### config.mk
export PLATFORM = sky130hd
export DESIGN_NAME = spi_flash_reader
export DESIGN_NICKNAME = d
export VERILOG_FILES = /design/src/rtl/spi_flash_reader_pkg.sv /design/src/rtl/spi_flash_reader_spi_bit_engine.sv /design/src/rtl/spi_flash_reader.sv
export SDC_FILE = /design/constraint.sdc
export NUM_CORES = 1
export LEC_CHECK = 0
export ABC_AREA = 0
export BUFFER_PORTS_ARGS = -buffer_cell sky130_fd_sc_hd__buf_2
export CORE_MARGIN = 2
export CORE_UTILIZATION = 50
export CTS_CLUSTER_SIZE = 16
export DETAILED_ROUTE_END_ITERATION = 16
export HOLD_SLACK_MARGIN = 0.03
export PLACE_DENSITY = 0.74
export SLEW_MARGIN = 20
export SYNTH_ARGS = -nofsm -noshare
export SYNTH_HDL_FRONTEND = slang
export SYNTH_HIERARCHICAL = 1
export SYNTH_SLANG_ARGS = --single-unit
### constraint.sdc
create_clock -name clk -period 7.6 [get_ports clk]
set_clock_uncertainty 0.1 [all_clocks]
set_input_delay 1.9 -clock clk [delete_from_list [all_inputs] [get_ports clk]]
set_output_delay 1.9 -clock clk [all_outputs]
set_load 0.005 [all_outputs]
### src/rtl/spi_flash_reader_pkg.sv
// Shared definitions for the SPI flash read sequencer: flash opcodes,
// address width and the 3-bit sequencer state encoding.
package spi_flash_reader_pkg;

    localparam int ADDR_W = 24;

    localparam logic [7:0] SPI_CMD_READ      = 8'h03;
    localparam logic [7:0] SPI_CMD_FAST_READ = 8'h0B;

    typedef enum logic [2:0] {
        ST_IDLE  = 3'd0,
        ST_CMD   = 3'd1,
        ST_ADDR  = 3'd2,
        ST_DUMMY = 3'd3,
        ST_DATA  = 3'd4,
        ST_FIN   = 3'd5,
        ST_GAP   = 3'd6,
        ST_DONE  = 3'd7
    } state_t;

    // States in which the bit engine is allowed to raise SCLK.
    function automatic logic is_shifting(input state_t s);
        return (s == ST_CMD) || (s == ST_ADDR) || (s == ST_DUMMY) || (s == ST_DATA);
    endfunction

endpackage

### src/rtl/spi_flash_reader_spi_bit_engine.sv
// SPI mode-0 bit engine: SCLK phase toggle, shared 8-bit MOSI/MISO shift
// register, bit counter and the stall gate that withholds the 8th rise of
// a byte while the consumer still holds the previous one.
module spi_flash_reader_spi_bit_engine (
    input  logic       clk,
    input  logic       reset,
    input  logic       load,
    input  logic [7:0] load_byte,
    input  logic       run,
    input  logic       hold,
    input  logic [7:0] tx_next,
    input  logic       miso,
    output logic       sclk,
    output logic       mosi,
    output logic       byte_end,
    output logic [7:0] rx_byte
);

    logic       sclk_reg;
    logic       mosi_reg;
    logic [7:0] shift_reg;
    logic [2:0] bit_cnt_reg;
    logic       rise;

    // A rise is allowed whenever SCLK is low, except the byte-completing
    // rise while the downstream register is still occupied.
    assign rise     = run && !sclk_reg && !((bit_cnt_reg == 3'd7) && hold);
    assign byte_end = rise && (bit_cnt_reg == 3'd7);
    assign rx_byte  = {shift_reg[6:0], miso};
    assign sclk     = sclk_reg;
    assign mosi     = mosi_reg;

    // SCLK toggling with MISO capture on the rise and MOSI update on the fall.
    always_ff @(posedge clk) begin
        if (reset) begin
            sclk_reg    <= 1'b0;
            mosi_reg    <= 1'b0;
            shift_reg   <= 8'h00;
            bit_cnt_reg <= 3'd0;
        end else if (load) begin
            sclk_reg    <= 1'b0;
            shift_reg   <= load_byte;
            mosi_reg    <= load_byte[7];
            bit_cnt_reg <= 3'd0;
        end else if (sclk_reg) begin
            // Falls always complete, even after the sequencer stops raising.
            sclk_reg <= 1'b0;
            if (bit_cnt_reg == 3'd0) begin
                shift_reg <= tx_next;
                mosi_reg  <= tx_next[7];
            end else begin
                mosi_reg  <= shift_reg[7];
            end
        end else if (rise) begin
            sclk_reg    <= 1'b1;
            shift_reg   <= {shift_reg[6:0], miso};
            bit_cnt_reg <= bit_cnt_reg + 3'd1;
        end
    end

endmodule

### src/rtl/spi_flash_reader.sv
// SPI flash read sequencer: READ (or FAST_READ) command, 24-bit address,
// then streams len bytes over a valid/ready port, stretching SCLK on stall.
// Build option: define SPI_FAST_READ_EN for opcode 0x0B plus 8 dummy bits.
module spi_flash_reader
    import spi_flash_reader_pkg::*;
#(
    parameter int LEN_W          = 8,
    parameter int CS_HIGH_CYCLES = 4
) (
    input  logic              clk,
    input  logic              reset,
    input  logic              start,
    input  logic [ADDR_W-1:0] addr,
    input  logic [LEN_W-1:0]  len,
    output logic              busy,
    output logic              done,
    output logic [7:0]        data,
    output logic              data_valid,
    input  logic              data_ready,
    output logic              spi_cs_n,
    output logic              spi_sclk,
    output logic              spi_mosi,
    input  logic              spi_miso
);

`ifdef SPI_FAST_READ_EN
    localparam logic [7:0] CMD_BYTE   = SPI_CMD_FAST_READ;
    localparam state_t     AFTER_ADDR = ST_DUMMY;
`else
    localparam logic [7:0] CMD_BYTE   = SPI_CMD_READ;
    localparam state_t     AFTER_ADDR = ST_DATA;
`endif

    localparam logic [3:0] GAP_LAST = 4'(CS_HIGH_CYCLES - 1);

    state_t             state_reg;
    logic [ADDR_W-1:0]  addr_reg;
    logic [LEN_W-1:0]   len_cnt_reg;
    logic [1:0]         hdr_idx_reg;
    logic [3:0]         gap_cnt_reg;
    logic               cs_n_reg;
    logic               busy_reg;
    logic               done_reg;
    logic               data_valid_reg;
    logic [7:0]         data_reg;

    logic               load;
    logic               run;
    logic               hold;
    logic [7:0]         tx_next;
    logic               sclk;
    logic               byte_end;
    logic [7:0]         rx_byte;
    logic [7:0]         addr_bytes [3];

    // Address bytes in transmit order, most significant first.
    for (genvar gi = 0; gi < 3; gi++) begin : g_addr_bytes
        assign addr_bytes[gi] = addr_reg[ADDR_W-1-8*gi -: 8];
    end

    assign load = (state_reg == ST_IDLE) && start && (len != '0);
    assign run  = is_shifting(state_reg);
    assign hold = (state_reg == ST_DATA) && data_valid_reg && !data_ready;

    // Byte shifted out after the current one completes; zeros once the
    // header is done (dummy bits and don't-care MOSI during data).
    always_comb begin
        tx_next = 8'h00;
        if (state_reg == ST_ADDR) begin
            tx_next = addr_bytes[hdr_idx_reg];
        end
    end

    spi_flash_reader_spi_bit_engine u_bit_engine (
        .clk       (clk),
        .reset     (reset),
        .load      (load),
        .load_byte (CMD_BYTE),
        .run       (run),
        .hold      (hold),
        .tx_next   (tx_next),
        .miso      (spi_miso),
        .sclk      (sclk),
        .mosi      (spi_mosi),
        .byte_end  (byte_end),
        .rx_byte   (rx_byte)
    );

    // Transaction sequencer, byte counter and output data register.
    always_ff @(posedge clk) begin
        if (reset) begin
            state_reg      <= ST_IDLE;
            addr_reg       <= '0;
            len_cnt_reg    <= '0;
            hdr_idx_reg    <= 2'd0;
            gap_cnt_reg    <= 4'd0;
            cs_n_reg       <= 1'b1;
            busy_reg       <= 1'b0;
            done_reg       <= 1'b0;
            data_valid_reg <= 1'b0;
            data_reg       <= 8'h00;
        end else begin
            done_reg <= 1'b0;

            // A landing byte keeps valid high even on a handshake edge.
            if (byte_end && (state_reg == ST_DATA)) begin
                data_reg       <= rx_byte;
                data_valid_reg <= 1'b1;
            end else if (data_valid_reg && data_ready) begin
                data_valid_reg <= 1'b0;
            end

            case (state_reg)
                ST_IDLE: begin
                    if (start) begin
                        busy_reg    <= 1'b1;
                        addr_reg    <= addr;
                        len_cnt_reg <= len;
                        hdr_idx_reg <= 2'd0;
                        if (len == '0) begin
                            done_reg  <= 1'b1;
                            state_reg <= ST_DONE;
                        end else begin
                            cs_n_reg  <= 1'b0;
                            state_reg <= ST_CMD;
                        end
                    end
                end
                ST_CMD: begin
                    if (byte_end) state_reg <= ST_ADDR;
                end
                ST_ADDR: begin
                    if (byte_end) begin
                        if (hdr_idx_reg == 2'd2) state_reg <= AFTER_ADDR;
                        else hdr_idx_reg <= hdr_idx_reg + 2'd1;
                    end
                end
                ST_DUMMY: begin
                    if (byte_end) state_reg <= ST_DATA;
                end
                ST_DATA: begin
                    if (byte_end) begin
                        len_cnt_reg <= len_cnt_reg - LEN_W'(1);
                        if (len_cnt_reg == LEN_W'(1)) state_reg <= ST_FIN;
                    end
                end
                ST_FIN: begin
                    // Let the last SCLK high phase finish before releasing CS.
                    if (!sclk) begin
                        cs_n_reg    <= 1'b1;
                        gap_cnt_reg <= 4'd0;
                        state_reg   <= ST_GAP;
                    end
                end
                ST_GAP: begin
                    if (gap_cnt_reg == GAP_LAST) begin
                        done_reg  <= 1'b1;
                        state_reg <= ST_DONE;
                    end else begin
                        gap_cnt_reg <= gap_cnt_reg + 4'd1;
                    end
                end
                ST_DONE: begin
                    busy_reg  <= 1'b0;
                    state_reg <= ST_IDLE;
                end
                default: state_reg <= ST_IDLE;
            endcase
        end
    end

    assign busy       = busy_reg;
    assign done       = done_reg;
    assign data       = data_reg;
    assign data_valid = data_valid_reg;
    assign spi_cs_n   = cs_n_reg;
    assign spi_sclk   = sclk;

endmodule

Word level (Yosys, flattened, before mapping) --
Index checks and enable logic that the tools add are counted.
Operators by class: add/sub/neg operators 4, $lt $le $gt $ge 1, equal/unequal tests 25, mux-type cells 43, bitwise gates (word level) 2, reductions and logical operators 40
Operators by type and width (number):
- two-way mux 8 bit | 8
- two-way mux 3 bit | 10
- one-hot mux 3 bit (8 select lines) | 1
- != test 2 bit, second input constant | 11
- binary-select mux 8 bit (select 2 bit) | 1
- one-hot mux 8 bit (2 select lines) | 1
- == test 3 bit, second input constant | 5
- nonzero test 2 bit | 7
- two-way mux 1 bit | 11
- logical AND 1 bit | 10
- AND reduction 2 bit | 5
- AND reduction 9 bit | 1
- == test 8 x 1 -> 1 bit, second input constant | 1
- logical NOT 8 bit | 1
- two-way mux 2 bit | 4
- two-way mux 4 bit | 2
- one-hot mux 4 bit (2 select lines) | 1
- AND reduction 4 bit | 2
- nonzero test 8 bit | 1
- subtractor 8 x 1 -> 8 bit, second input constant | 1
- == test 3 x 2 -> 1 bit, second input constant | 2
- logical NOT 3 bit | 2
- one-hot mux 1 bit (2 select lines) | 3
- AND reduction 3 bit | 2
- other kinds (17) | 22
Storage, ports and cells: register bits after elaboration 66, output and inout port bits 14, word-level logic and storage cells 130

Depth between registers and ports, before layout --
depth in word-level cells 9, mapped depth 9

Modules after synthesis --
The synthesis kept the hierarchy.
Modules (own cells, without submodules):
- spi_flash_reader | times used 1, cells each 340, area an instance 2616.3 um^2
- spi_flash_reader_spi_bit_engine | times used 1, cells each 96, area an instance 854.6 um^2

Least setup slack after synthesis --
Ideal clock, no wire load.
path type input to register, start input port len[5], end register u_bit_engine.shift_reg[0], library setup time 0.072 ns, arrival 3.347 ns, required time 7.428 ns, setup slack 4.082 ns, cell stages on the path 7, path buffers 1, cells stage by stage or4_1 -> nor2_1 -> nor2_1 -> inv_1 -> o221a_1 -> buf_6 -> mux2i_1
On the way: word-level cells in the longest chain between the ends 4, elaborated cells between the ends (all ways) 6
RTL lines:
- start, declared | RTL line spi_flash_reader.sv:14 | input logic [LEN_W-1:0] len,
- nonzero test 8 bit (*) | RTL line spi_flash_reader.sv:61 | assign load = (state_reg == ST_IDLE) && start && (len != '0);
- logical AND 1 bit (*) | RTL line spi_flash_reader.sv:61
- net load | RTL line spi_flash_reader.sv:47 | logic load;
- != test 3 bit (no line) or nonzero test 3 bit (tied branches)
- AND reduction 2 bit (no line)
- end signal, assigned | RTL line spi_flash_reader_spi_bit_engine.sv:42 | shift_reg <= load_byte;
- end signal, assigned | RTL line spi_flash_reader_spi_bit_engine.sv:49 | shift_reg <= tx_next;
- end signal, assigned | RTL line spi_flash_reader_spi_bit_engine.sv:56 | shift_reg <= {shift_reg[6:0], miso};
- end, declared | RTL line spi_flash_reader_spi_bit_engine.sv:21 | logic [7:0] shift_reg;
The timed path passes the listed nets; every way through them passes the cells marked *. A chain may end at the register's enable or synchronous reset.

Worst setup path after layout --
start input port start, end register u_bit_engine.shift_reg[0]
On the way: word-level cells in the longest chain between the ends 4, elaborated cells between the ends (all ways) 6
RTL lines:
- start, declared | RTL line spi_flash_reader.sv:12 | input logic start,
- logical AND 1 bit (*) (2 in series) | RTL line spi_flash_reader.sv:61
- net load | RTL line spi_flash_reader.sv:47
- != test 3 bit (no line) or nonzero test 3 bit (tied branches)
- AND reduction 2 bit (no line)
Marked as above.

==> impl_metrics.py <==
metrics = {
    "outcome": {
        "outcome": "completed",
    },
    "setup_path": {
        "critical_path_class": "primary input to flop",
        "crit_required_ns": 7.72,
        "critPathTopFamily": "simple AND/OR/NAND/NOR gates",
        "cp_cell_sequence": "buf_2, nand3_1, nor2_2, inv_1, o221a_1, mux2i_1",
        "cp_max_fo": 26,
        "setup.worst_path.start_class": "primary input",
        "worstPathArrival_ns": 4.12,
        "slowest_stage": "nor2_2",
        "worst-path-buf-inv": 2,
        "cpPeakStageDelay_ns": 0.82,
        "endpoint_kind": "flop",
    },
    "route": {
        "wirelength_um": 7490,
        "first_iter_violations": 184,
        "via_per_inst": 5.45,
        "routedWlPerCell_um": 13.4,
        "dr.pass1.iters": 7,
        "vias": 3049,
        "ant_nets": 0,
        "drc": 0,
    },
    "sta": {
        "rsz0062_at_grt": "false",
        "slew_headroom_pct": 35.7,
        "slew_violations": 0,
        "post-route-min-period_ns": 4.00,
        "worst_pin_slew_ns": 0.962,
        "fin_tns_setup_ns": 0,
        "timing.final.crit_share_pct": 52.6,
        "fmax_ghz": 0.250,
        "hold_violations": 0,
        "final-setup-viol-count": 0,
    },
    "cts": {
        "post_cts_resized": 0,
        "cts_setup_buffers": 0,
        "clk_path_buf_depth": 2,
        "clkTransAtPathRegs_ns": 0.07,
        "clock_sink_count": 66,
        "root_buffer": "clkbuf_8",
        "cts-htree-levels": 3,
        "holdBufCountCts": 0,
        "insertion_delay_ns": 0.36,
        "numCtsBuffers": 9,
        "cts_tree": "done",
    },
    "cells_and_area": {
        "drive_above_1_share_pct": 18.4,
        "antenna_cells": 0,
        "syn2layout_area_growth_pct": 12.8,
        "mostFrequentLayoutCells": "nand2_1 (84), dfxtp_1 (66), a21oi_1 (64)",
        "largest_reg_flops": 24,
        "fin_util_pct": 58.0,
        "fillCellCount": 632,
        "finalNetCount": 518,
        "final_common_cell": "nand2_1",
        "multiInputGateArea_sq_mm": 0.00194,
        "seqCellArea_sq_mm": 0.00132,
    },
    "grt": {
        "gr-usage-met1_pct": 26.5,
        "gr-usage-met3_pct": 5.78,
        "grt_overflow": 0,
        "grt_pass1_wl_um": 12500,
        "grt_pass1_vias": 2801,
        "busiest_layer": "met2",
        "antenna_found_initial": 0,
        "grt_util_all_layers_pct": 21.0,
        "met2_usage_pct": 34.2,
        "grt_max_degree": 57,
    },
    "synthesis": {
        "async_reset_ff_share_pct": 0,
        "synthFlopType": "dfxtp_1",
        "syn_area_sq_mm": 0.00347,
        "synth_edf_count": 0,
        "yosysSeqAreaShare_pct": 38.1,
        "syn_avg_cell_area_sq_um": 7.96,
        "ys_seq_elements": 66,
        "synth-warning-count": 6,
        "synthCells": 436,
        "synth_cell_types": 56,
    },
    "placed_design": {
        "numPortBuffers": 50,
        "dp_hpwl_um": 5230,
        "place.gp.congestion": 0.826,
    },
    "power": {
        "power.internal_uw": 792,
        "p_sw_share_pct": 35.0,
        "p_leak_nw": 1.54,
        "p_comb_share_pct": 30.7,
        "ir_drop_mv": 0.152,
        "net-switching-power_uw": 427,
        "power_density_mw_per_mm2": 311,
        "clkPwrFrac_pct": 29.5,
        "p_seq_share_pct": 39.8,
    },
    "floorplan": {
        "io_pins": 51,
        "die_h_um": 87.3,
        "start_util_pct": 51.4,
        "core_sq_mm": 0.00676,
        "dieArea_sq_mm": 0.00762,
        "rows": 30,
        "die_width_um": 87.3,
    },
    "run": {
        "cap_violations": 0,
    },
    "min_path": {
        "hp-class": "flop to flop",
    },
}
[cell usage after synthesis (all sizes together) (2+ instances only)]
library cell | instances | area share, %
a211oi | 2 | 0.43
o21ai | 17 | 2.5
a21oi | 64 | 9.2
or3 | 5 | 0.90
inv | 12 | 1.3
mux2i | 17 | 4.9
clkbuf | 11 | 1.2
nor3b | 4 | 0.87
or4 | 2 | 0.43
a41o | 2 | 0.58
nor3 | 4 | 0.90
and3 | 2 | 0.36
or3b | 4 | 1.2
nor2b | 3 | 0.54
o211ai | 11 | 2.4
and2 | 5 | 0.90
mux2 | 10 | 3.2
and3b | 3 | 0.76
dfxtp | 66 | 38
conb | 2 | 0.22
nand3 | 6 | 0.87
nand2b | 16 | 3.1
nand2 | 84 | 9.1
nor2 | 31 | 3.4
nor4 | 2 | 0.36
nand4b | 2 | 0.50
ha | 7 | 2.5
or2 | 2 | 0.36
buf | 21 | 4.3
[cell families (layout without fill, tap and decap cells)]
kind of cell               after synthesis  after routing  synth area share, %
AOI/OAI and AO/OA                      108            108                 18.2
xor gates and xnor gates                 1              1                0.252
adders and majority gates                7              7                 2.52
buffers and inverters                   45             81                 6.89
DFF                                     66             66                 38.1
muxes                                   27             27                 8.15
other                                    2              9                0.216
and+or+nand+nor                        180            180                 25.7
[final timing paths]
kind	cells after the start	startpoint	endpoint	slack (ns)
worst min register to register	2	addr_bytes[12]	addr_bytes[12]	0.36
worst max-delay path	6	start	u_bit_engine/shift_reg[0]	3.60
worst max register to register	6	state_reg[1]	u_bit_engine/shift_reg[0]	4.45
worst min-delay path	2	addr_bytes[12]	addr_bytes[12]	0.36
[per-layer routing]
metal  part of all wire [%]  wire length [um]
met1                     46              3420
met2                     48              3570
met3                    5.0               378
met4                    1.5               113
met5                      0                 0
[metrics by stage]
| step | hold WS, ns | std cells | area, sq um | total power [mW] | setup slack (ns) |
|---|---|---|---|---|---|
| 5_1_grt | 0.379 | 559 | 3920 | 1.29 | 3.33 |
| 4_1_cts | 0.356 | 559 | 3910 | 1.22 | 3.26 |
| 2_1_floorplan | 0.336 | 443 | 3500 | 0.817 | 4.08 |
| 6_report | 0.356 | 559 | 3920 | 1.22 | 3.60 |
| 3_3_place_gp | 0.342 | 543 | 3670 | 0.849 | 2.99 |
| 3_5_place_dp | 0.346 | 543 | 3670 | 0.866 | 2.88 |
[tightest hold or removal path: stages, from the launching register on]
cell and delay (ns):
dfxtp_1 0.31, nand2_1 0.05, a21oi_1 0.05
[power groups by stage]
stage	Clock (mW)	Combinational [mW]	Sequential, mW
after floorplan	0	0.359	0.458
after global placement	0	0.360	0.489
after detailed placement	0	0.373	0.493
after CTS	0.362	0.376	0.485
after global routing	0.378	0.421	0.495
final	0.359	0.375	0.485
[cell type report]
type | count | area share, %
multi-input combinational | 332 | 49.5
timing repair buffer | 52 | 6.77
clock inverter | 7 | 3.00
inverter | 13 | 1.25
tap | 80 | 2.56
sequential | 66 | 33.7
clock buffer | 9 | 3.16
Note: power is estimated with default switching activity, not from simulation.
